[src/rtl/multicycle_processor_pkg.sv]
`default_nettype none
// ============================================================================
// multicycle_processor_pkg - opcodes, functs, FSM states and ALU ops
// Rev 1.0
// ============================================================================
package multicycle_processor_pkg;

  localparam logic [5:0] OP_RTYPE = 6'h00;
  localparam logic [5:0] OP_J     = 6'h02;
  localparam logic [5:0] OP_JAL   = 6'h03;
  localparam logic [5:0] OP_BEQ   = 6'h04;
  localparam logic [5:0] OP_BNE   = 6'h05;
  localparam logic [5:0] OP_ADDI  = 6'h08;
  localparam logic [5:0] OP_LW    = 6'h23;
  localparam logic [5:0] OP_SW    = 6'h2B;

  localparam logic [5:0] FN_SLL   = 6'h00;
  localparam logic [5:0] FN_SRL   = 6'h02;
  localparam logic [5:0] FN_JR    = 6'h08;
  localparam logic [5:0] FN_ADD   = 6'h20;
  localparam logic [5:0] FN_SUB   = 6'h22;
  localparam logic [5:0] FN_AND   = 6'h24;
  localparam logic [5:0] FN_OR    = 6'h25;
  localparam logic [5:0] FN_SLT   = 6'h2A;

  typedef enum logic [2:0] {
    S_FETCH  = 3'd0,
    S_DECODE = 3'd1,
    S_EXEC   = 3'd2,
    S_MEM    = 3'd3,
    S_WB     = 3'd4,
    S_HALT   = 3'd5
  } state_t;

  typedef enum logic [2:0] {
    ALU_ADD = 3'd0,
    ALU_SUB = 3'd1,
    ALU_AND = 3'd2,
    ALU_OR  = 3'd3,
    ALU_SLT = 3'd4,
    ALU_SLL = 3'd5,
    ALU_SRL = 3'd6
  } alu_op_t;

  function automatic alu_op_t funct_to_alu(input logic [5:0] funct);
    alu_op_t op;
    case (funct)
      FN_SUB:  op = ALU_SUB;
      FN_AND:  op = ALU_AND;
      FN_OR:   op = ALU_OR;
      FN_SLT:  op = ALU_SLT;
      FN_SLL:  op = ALU_SLL;
      FN_SRL:  op = ALU_SRL;
      default: op = ALU_ADD;
    endcase
    return op;
  endfunction

  function automatic logic is_legal(input logic [31:0] instr);
    logic ok;
    ok = 1'b0;
    case (instr[31:26])
      OP_RTYPE: begin
        case (instr[5:0])
          FN_ADD, FN_SUB, FN_AND, FN_OR, FN_SLT, FN_SLL, FN_SRL, FN_JR: ok = 1'b1;
          default: ok = 1'b0;
        endcase
      end
      OP_ADDI, OP_LW, OP_SW, OP_BEQ, OP_BNE, OP_J, OP_JAL: ok = 1'b1;
      default: ok = 1'b0;
    endcase
    return ok;
  endfunction

endpackage
`default_nettype wire

[src/rtl/multicycle_processor_regfile.sv]
`default_nettype none
// ============================================================================
// regfile_2r1w - 2 async read / 1 sync write register file, r0 reads zero
// Rev 1.0
// ============================================================================
module regfile_2r1w #(
  parameter int XLEN  = 32,
  parameter int NREGS = 32,
  parameter int AW    = (NREGS > 1) ? $clog2(NREGS) : 1
) (
  input  logic            clk,
  input  logic            rst_n,
  input  logic [AW-1:0]   raddr1,
  input  logic [AW-1:0]   raddr2,
  output logic [XLEN-1:0] rdata1,
  output logic [XLEN-1:0] rdata2,
  input  logic            we,
  input  logic [AW-1:0]   waddr,
  input  logic [XLEN-1:0] wdata
);

  logic [XLEN-1:0] regs [0:NREGS-1];

  always_ff @(posedge clk or negedge rst_n) begin
    if (!rst_n) begin
      for (int i = 0; i < NREGS; i++) regs[i] <= '0;
    end else if (we && (waddr != '0)) begin
      regs[waddr] <= wdata;
    end
  end

  assign rdata1 = (raddr1 == '0) ? '0 : regs[raddr1];
  assign rdata2 = (raddr2 == '0) ? '0 : regs[raddr2];

endmodule
`default_nettype wire

[src/rtl/multicycle_processor.sv]
`default_nettype none
// ============================================================================
// multicycle_processor - multi-cycle MIPS-subset core, shared ALU, req/ack memory
// Rev 1.0
// ============================================================================
module multicycle_processor
  import multicycle_processor_pkg::*;
#(
  parameter int              XLEN     = 32,
  parameter int              NREGS    = 32,
  parameter logic [XLEN-1:0] RESET_PC = '0
) (
  input  logic            clk,
  input  logic            rst_n,
  output logic            mem_req,
  output logic            mem_we,
  output logic [XLEN-1:0] mem_addr,
  output logic [XLEN-1:0] mem_wdata,
  input  logic [XLEN-1:0] mem_rdata,
  input  logic            mem_ack,
  output logic            retire,
  output logic [XLEN-1:0] pc_out,
  output logic            halted,
  output logic            illegal
);

  localparam int         AW     = (NREGS > 1) ? $clog2(NREGS) : 1;
  localparam logic [4:0] RA_IDX = 5'd31;

  state_t          state, next_state;
  logic [31:0]     ir;
  logic [XLEN-1:0] pc, ipc, a_reg, b_reg, target, alu_out;
  logic            halted_q, illegal_q;

  logic [5:0]      op, funct;
  logic [4:0]      shamt;
  logic [AW-1:0]   rs, rt, rd;
  logic [XLEN-1:0] imm_sext, branch_off, jump_target;

  assign op          = ir[31:26];
  assign funct       = ir[5:0];
  assign shamt       = ir[10:6];
  assign rs          = ir[21 +: AW];
  assign rt          = ir[16 +: AW];
  assign rd          = ir[11 +: AW];
  assign imm_sext    = {{(XLEN-16){ir[15]}}, ir[15:0]};
  assign branch_off  = {imm_sext[XLEN-3:0], 2'b00};
  assign jump_target = {pc[XLEN-1:28], ir[25:0], 2'b00};

  logic is_jr, is_br;
  assign is_jr = (op == OP_RTYPE) && (funct == FN_JR);
  assign is_br = (op == OP_BEQ) || (op == OP_BNE);

  logic            rf_we;
  logic [AW-1:0]   rf_waddr;
  logic [XLEN-1:0] rf_rdata1, rf_rdata2;

  regfile_2r1w #(.XLEN(XLEN), .NREGS(NREGS), .AW(AW)) u_regfile (
    .clk    (clk),
    .rst_n  (rst_n),
    .raddr1 (rs),
    .raddr2 (rt),
    .rdata1 (rf_rdata1),
    .rdata2 (rf_rdata2),
    .we     (rf_we),
    .waddr  (rf_waddr),
    .wdata  (alu_out)
  );

  // One ALU serves PC+4 in FETCH, branch target in DECODE and the operation in EXEC.
  alu_op_t         alu_op;
  logic [XLEN-1:0] alu_a, alu_b, alu_res;
  logic            alu_zero;

  always_comb begin
    alu_res = '0;
    case (alu_op)
      ALU_ADD: alu_res = alu_a + alu_b;
      ALU_SUB: alu_res = alu_a - alu_b;
      ALU_AND: alu_res = alu_a & alu_b;
      ALU_OR:  alu_res = alu_a | alu_b;
      ALU_SLT: alu_res = {{(XLEN-1){1'b0}}, ($signed(alu_a) < $signed(alu_b))};
      ALU_SLL: alu_res = alu_b << shamt;
      ALU_SRL: alu_res = alu_b >> shamt;
      default: alu_res = alu_a + alu_b;
    endcase
  end

  assign alu_zero = (alu_res == '0);

  logic retire_c, set_halt, set_illegal;

  always_comb begin
    next_state  = state;
    alu_a       = a_reg;
    alu_b       = b_reg;
    alu_op      = ALU_ADD;
    rf_we       = 1'b0;
    rf_waddr    = rd;
    retire_c    = 1'b0;
    set_halt    = 1'b0;
    set_illegal = 1'b0;
    case (state)
      S_FETCH: begin
        alu_a = pc;
        alu_b = XLEN'(4);
        if (mem_ack) next_state = S_DECODE;
      end
      S_DECODE: begin
        alu_a = pc;
        alu_b = branch_off;
        if (ir == 32'h0) begin
          next_state = S_HALT;
          set_halt   = 1'b1;
        end else if (!is_legal(ir)) begin
          next_state  = S_HALT;
          set_halt    = 1'b1;
          set_illegal = 1'b1;
        end else if (op == OP_J) begin
          next_state = S_FETCH;
          retire_c   = 1'b1;
        end else if (op == OP_JAL) begin
          next_state = S_WB;
        end else begin
          next_state = S_EXEC;
        end
      end
      S_EXEC: begin
        if (op == OP_RTYPE)  alu_op = funct_to_alu(funct);
        else if (is_br)      alu_op = ALU_SUB;
        else                 alu_b  = imm_sext;
        if (is_br || is_jr) begin
          next_state = S_FETCH;
          retire_c   = 1'b1;
        end else if ((op == OP_LW) || (op == OP_SW)) begin
          next_state = S_MEM;
        end else begin
          next_state = S_WB;
        end
      end
      S_MEM: begin
        if (mem_ack) begin
          if (op == OP_LW) begin
            next_state = S_WB;
          end else begin
            next_state = S_FETCH;
            retire_c   = 1'b1;
          end
        end
      end
      S_WB: begin
        rf_we = 1'b1;
        if (op == OP_JAL)       rf_waddr = RA_IDX[AW-1:0];
        else if (op != OP_RTYPE) rf_waddr = rt;
        next_state = S_FETCH;
        retire_c   = 1'b1;
      end
      S_HALT: next_state = S_HALT;
      default: next_state = S_FETCH;
    endcase
  end

  always_ff @(posedge clk or negedge rst_n) begin
    if (!rst_n) begin
      state     <= S_FETCH;
      pc        <= RESET_PC;
      ipc       <= RESET_PC;
      ir        <= '0;
      a_reg     <= '0;
      b_reg     <= '0;
      target    <= '0;
      alu_out   <= '0;
      halted_q  <= 1'b0;
      illegal_q <= 1'b0;
    end else begin
      state <= next_state;
      if (set_halt)    halted_q  <= 1'b1;
      if (set_illegal) illegal_q <= 1'b1;
      case (state)
        S_FETCH: begin
          if (mem_ack) begin
            ir  <= mem_rdata[31:0];
            ipc <= pc;
            pc  <= alu_res;
          end
        end
        S_DECODE: begin
          a_reg   <= rf_rdata1;
          b_reg   <= rf_rdata2;
          target  <= alu_res;
          // Holds the link address for jal until WB.
          alu_out <= pc;
          if ((op == OP_J) || (op == OP_JAL)) pc <= jump_target;
        end
        S_EXEC: begin
          alu_out <= alu_res;
          if (((op == OP_BEQ) && alu_zero) || ((op == OP_BNE) && !alu_zero)) pc <= target;
          else if (is_jr) pc <= a_reg;
        end
        S_MEM: begin
          if (mem_ack && (op == OP_LW)) alu_out <= mem_rdata;
        end
        default: ;
      endcase
    end
  end

  assign mem_req   = rst_n && ((state == S_FETCH) || (state == S_MEM));
  assign mem_we    = mem_req && (state == S_MEM) && (op == OP_SW);
  assign mem_addr  = !mem_req ? '0 :
                     (state == S_FETCH) ? {pc[XLEN-1:2], 2'b00} : {alu_out[XLEN-1:2], 2'b00};
  assign mem_wdata = mem_we ? b_reg : '0;
  assign retire    = retire_c;
  assign pc_out    = (state == S_FETCH) ? pc : ipc;
  assign halted    = halted_q;
  assign illegal   = illegal_q;

endmodule
`default_nettype wire

[config.mk]
export PLATFORM = sky130hd
export DESIGN_NAME = multicycle_processor
export DESIGN_NICKNAME = d
export VERILOG_FILES = /design/src/rtl/multicycle_processor_pkg.sv /design/src/rtl/multicycle_processor_regfile.sv /design/src/rtl/multicycle_processor.sv
export SDC_FILE = /design/constraint.sdc
export NUM_CORES = 2
export LEC_CHECK = 0
export CAP_MARGIN = 25
export CORE_MARGIN = 10
export CORE_UTILIZATION = 40
export CTS_CLUSTER_SIZE = 25
export DETAILED_ROUTE_END_ITERATION = 8
export DONT_BUFFER_PORTS = 1
export MAX_ROUTING_LAYER = met4
export PLACE_DENSITY = 0.57
export SLEW_MARGIN = 40
export SYNTH_ARGS = -nofsm -noshare
export SYNTH_HDL_FRONTEND = slang
export SYNTH_SLANG_ARGS = --single-unit
[constraint.sdc]
create_clock -name clk -period 12.4 [get_ports clk]
set_input_delay 0.62 -clock clk [delete_from_list [all_inputs] [get_ports clk]]
set_output_delay 0.62 -clock clk [all_outputs]
set_load 0.05 [all_outputs]
==> impl_metrics.yaml <==
worst_setup_path:
  worst-endpoint-required_ns: 13.05
  setup.reg_to_reg.worst_slack_ns: 3.60
  worstPathMaxFanout: 41
  cp-start-kind: "register"
  worstSetupEndpointType: "register"
  crit-reg2reg-capture: "pc[17]$_DFFE_PN0P_"
  reg2reg_depth: 23
  timing.critical_path.arrival_ns: 9.45
  r2r_start: "state[1]$_DFFE_PN0P_"
  setup_crit_path_kind: "reg -> reg"
  crit_start: "state[1]$_DFFE_PN0P_"
synthesis:
  number_of_enable_flip_flop_cells_after_synthesis: 0
  ys_dominant_reg_cell: "sky130_fd_sc_hd__dfrtp_1"
  synth.avg_cell_area_um2: 11.5
  postSynthRegisterBits: 1253
  largest_cells_by_area_after_synthesis: "sky130_fd_sc_hd__dfrtp_1 41%, sky130_fd_sc_hd__mux2_2 18%, sky130_fd_sc_hd__mux4_2 13%"
  synth_top_area_share_pct: 41.1
  synth_cells: 6651
  synth_area_leader_cell: "sky130_fd_sc_hd__dfrtp_1"
  synth.yosys.warnings: 0
  async_flop_share_pct: 100
  synth.cell_area_um2: 76300
  seq_area_frac_synth_pct: 41.1
  synth_most_common_cell: "sky130_fd_sc_hd__dfrtp_1"
  netlist_top_cells_count: "1,253 x sky130_fd_sc_hd__dfrtp_1, 1,217 x sky130_fd_sc_hd__mux2_2, 485 x sky130_fd_sc_hd__nand2_1"
  synth_cell_type_count: 98
power:
  swShare_pct: 49.9
  power_frac_clock_pct: 16.3
  netSwitchingPower_w: 0.0136
  pwr-share-comb_pct: 57.3
  pwr_density_cell_nw_per_um2: 320
  total_power_w: 0.0272
  sequentialPowerShare_pct: 26.4
  worst_ir_drop_vdd_mv: 0.198
  power.static_leakage_nw: 37.1
  internal-power_w: 0.0136
clock_tree:
  tritoncts: "done"
  clkSinkCount: 1253
  cts_resized: 0
  cts_inserted_buffers: 144
  clk_latency_ns: 0.83
  cts-htree-levels: 4
  number_of_buffers_on_the_longest_clock_path: 3
  buffers_inserted_by_post_cts_timing_repair: 0
  cts_hold_repair.buffers: 35
  clk_pin_slew_worst_paths_ns: 0.06
  clock-root-buffer: "sky130_fd_sc_hd__clkbuf_16"
placed_design:
  sum_of_net_half_perimeters_after_detailed_placement_um: 227000
  dpl_cell_area_um2: 79600
  place.gp.congestion: 1.09
  number_of_buffers_inserted_by_port_buffering: 0
worst_hold_path:
  timing.hold.worst.start: "mem_ack"
  hold_path_class: "in -> reg"
  whs_endpoint: "state[0]$_DFFE_PN0P_"
  hold_path_depth: 3
detailed_routing:
  drt-pass1-iter-count: 8
  drt_drc_violations_left: 0
  wl_final_um: 336000
  routed-via-count: 60559
  route.detailed.wl_per_inst_um: 37.2
  antenna_violating_nets_post_route: 0
  initialDrtViolationCount: 7538
  route.detailed.vias_per_inst: 6.70
finish:
  post_route_cells_drive_above_1_share_pct: 35.4
  finish.utilization_pct: 44.8
  net_count_of_the_finished_layout: 6529
  max_flop_register: "u_regfile.regs"
  finalInstanceArea_um2: 85000
  flip_flop_count_of_the_largest_register_after_layout: 1024
  layout-area-overhead-vs-synth_pct: 11.4
grt:
  grt_first_pass_wirelength_um: 470000
  number_of_global_route_vias_before_repair: 58887
  pin_count_of_the_biggest_net_entering_global_routing: 111
  overflow: 0
  grt_antenna_before_repair: 30
  groute.usage.overall_pct: 32.1
sta:
  finalWorstPathRequiredPeriod_ns: 8.80
  hold_violations: 0
  tightestPinTransition_ns: 1.07
  max_slew_margin_pct: 27.0
  grt_setup_unrepaired: "false"
  final.period_utilization_pct: 71.0
  finalMaxSlewViolations: 0
  timing.clock.skew_ns: 0.0377
  setup_viol_count_final: 0
  fin_tns_setup_ns: 0
  fmax_ghz: 0.114
die:
  core_area_um2: 190000
  placement_rows: 160
  initial_util_pct: 40.2
  chipHeight_um: 457
  die_width_um: 457
  die_area_um2: 209000
  design.portCount: 136
job:
  maxCapViolCount: 0
run_status:
  status: "finished clean"
power by group through the flow:
stage	Combinational [W]	Clock, W	Sequential, W
global route	0.0162	0.00467	0.00731
detailed placement	0.0151	0	0.00715
global placement	0.0151	0	0.00706
CTS	0.0152	0.00451	0.00708
finish	0.0156	0.00444	0.00717
floorplan	0.0102	0	0.00616
logic make-up (layout without fill, tap and decap cells):
family / after synthesis / count (layout) / synth area share [%]
fa+ha+maj: 98 / 98 / 1.63
mux: 1893 / 1893 / 33.9
other cells: 1 / 25 / 0.00492
flops: 1253 / 1253 / 41.1
buf+inv: 802 / 654 / 4.07
compound gates: 1355 / 1355 / 11.4
xor+xnor: 41 / 41 / 0.471
simple gates: 1208 / 1208 / 7.37
placed cells by master (no fill, tap or decap), types with 42 or more instances in the layout:
cell type	n
sky130_fd_sc_hd__inv_1	119
sky130_fd_sc_hd__dfrtp_1	1221
sky130_fd_sc_hd__mux2_2	1217
sky130_fd_sc_hd__a21oi_1	376
sky130_fd_sc_hd__nor2_1	234
sky130_fd_sc_hd__o22ai_1	126
sky130_fd_sc_hd__nor3_1	113
sky130_fd_sc_hd__a31oi_1	58
sky130_fd_sc_hd__mux2i_1	242
sky130_fd_sc_hd__o221ai_1	79
sky130_fd_sc_hd__buf_4	198
sky130_fd_sc_hd__mux4_2	432
sky130_fd_sc_hd__o21ai_0	278
sky130_fd_sc_hd__nand3_1	86
sky130_fd_sc_hd__clkbuf_16	147
sky130_fd_sc_hd__nor2b_1	42
sky130_fd_sc_hd__nand2_1	468
sky130_fd_sc_hd__o211ai_1	61
sky130_fd_sc_hd__ha_1	96
critical path, cell delays in order, from the launching register on:
cell                       delay (ns)
sky130_fd_sc_hd__dfrtp_1         0.32
sky130_fd_sc_hd__buf_4           0.34
sky130_fd_sc_hd__nor3b_2         0.59
sky130_fd_sc_hd__buf_4           0.60
sky130_fd_sc_hd__o211ai_1        0.22
sky130_fd_sc_hd__nand3_1         0.43
sky130_fd_sc_hd__ha_1            0.29
sky130_fd_sc_hd__fa_1            0.23
sky130_fd_sc_hd__o21bai_1        0.14
sky130_fd_sc_hd__a31oi_1         0.58
sky130_fd_sc_hd__a21oi_1         0.16
sky130_fd_sc_hd__a211oi_1        0.64
sky130_fd_sc_hd__a31oi_1         0.22
sky130_fd_sc_hd__mux2i_1         0.15
sky130_fd_sc_hd__or3_1           0.39
sky130_fd_sc_hd__o32ai_1         0.53
sky130_fd_sc_hd__nand3b_1        0.22
sky130_fd_sc_hd__or4_4           0.55
sky130_fd_sc_hd__nor4_4          0.36
sky130_fd_sc_hd__mux2i_4         0.27
sky130_fd_sc_hd__buf_4           0.45
sky130_fd_sc_hd__or2_1           0.33
sky130_fd_sc_hd__buf_4           0.40
sky130_fd_sc_hd__a31oi_1         0.15
routing by layer:
layer	track usage (%)	wire (µm)
met1	42.2	138000
met2	47.3	149000
met3	6.70	29600
met4	15.5	19400
met5	-	0
area by class of cell:
type                    instances  area, µm²
multi-input cells            4597      42400
well taps                    2511       3140
flip-flops and latches       1253      31400
repair buffers                277       2670
diodes                         23       57.6
inverters                     123        462
clock inverters                45        592
fillers                     17578     105000
clock buffers                 209       4250
through the flow:
stage          hold WS, ns  setup slack, ns  cells
6_report            0.0790             3.60   9038
4_1_cts            0.00638             3.78   9013
3_3_place_gp         0.331             3.87   8703
2_1_floorplan        0.324             5.93   6652
5_1_grt             0.0949             3.36   9031
3_5_place_dp         0.329             3.80   8724
worst max path at each step:
stage / end / slack, ns
finish: pc[17]$_DFFE_PN0P_ / 3.60
global route: pc[18]$_DFFE_PN0P_ / 3.36
CTS: pc[7]$_DFFE_PN0P_ / 3.78
detailed placement: pc[7]$_DFFE_PN0P_ / 3.80
global placement: pc[11]$_DFFE_PN0P_ / 3.87
floorplan: pc[31]$_DFFE_PN0P_ / 5.93
No activity file was read; power rests on OpenSTA's default activity.
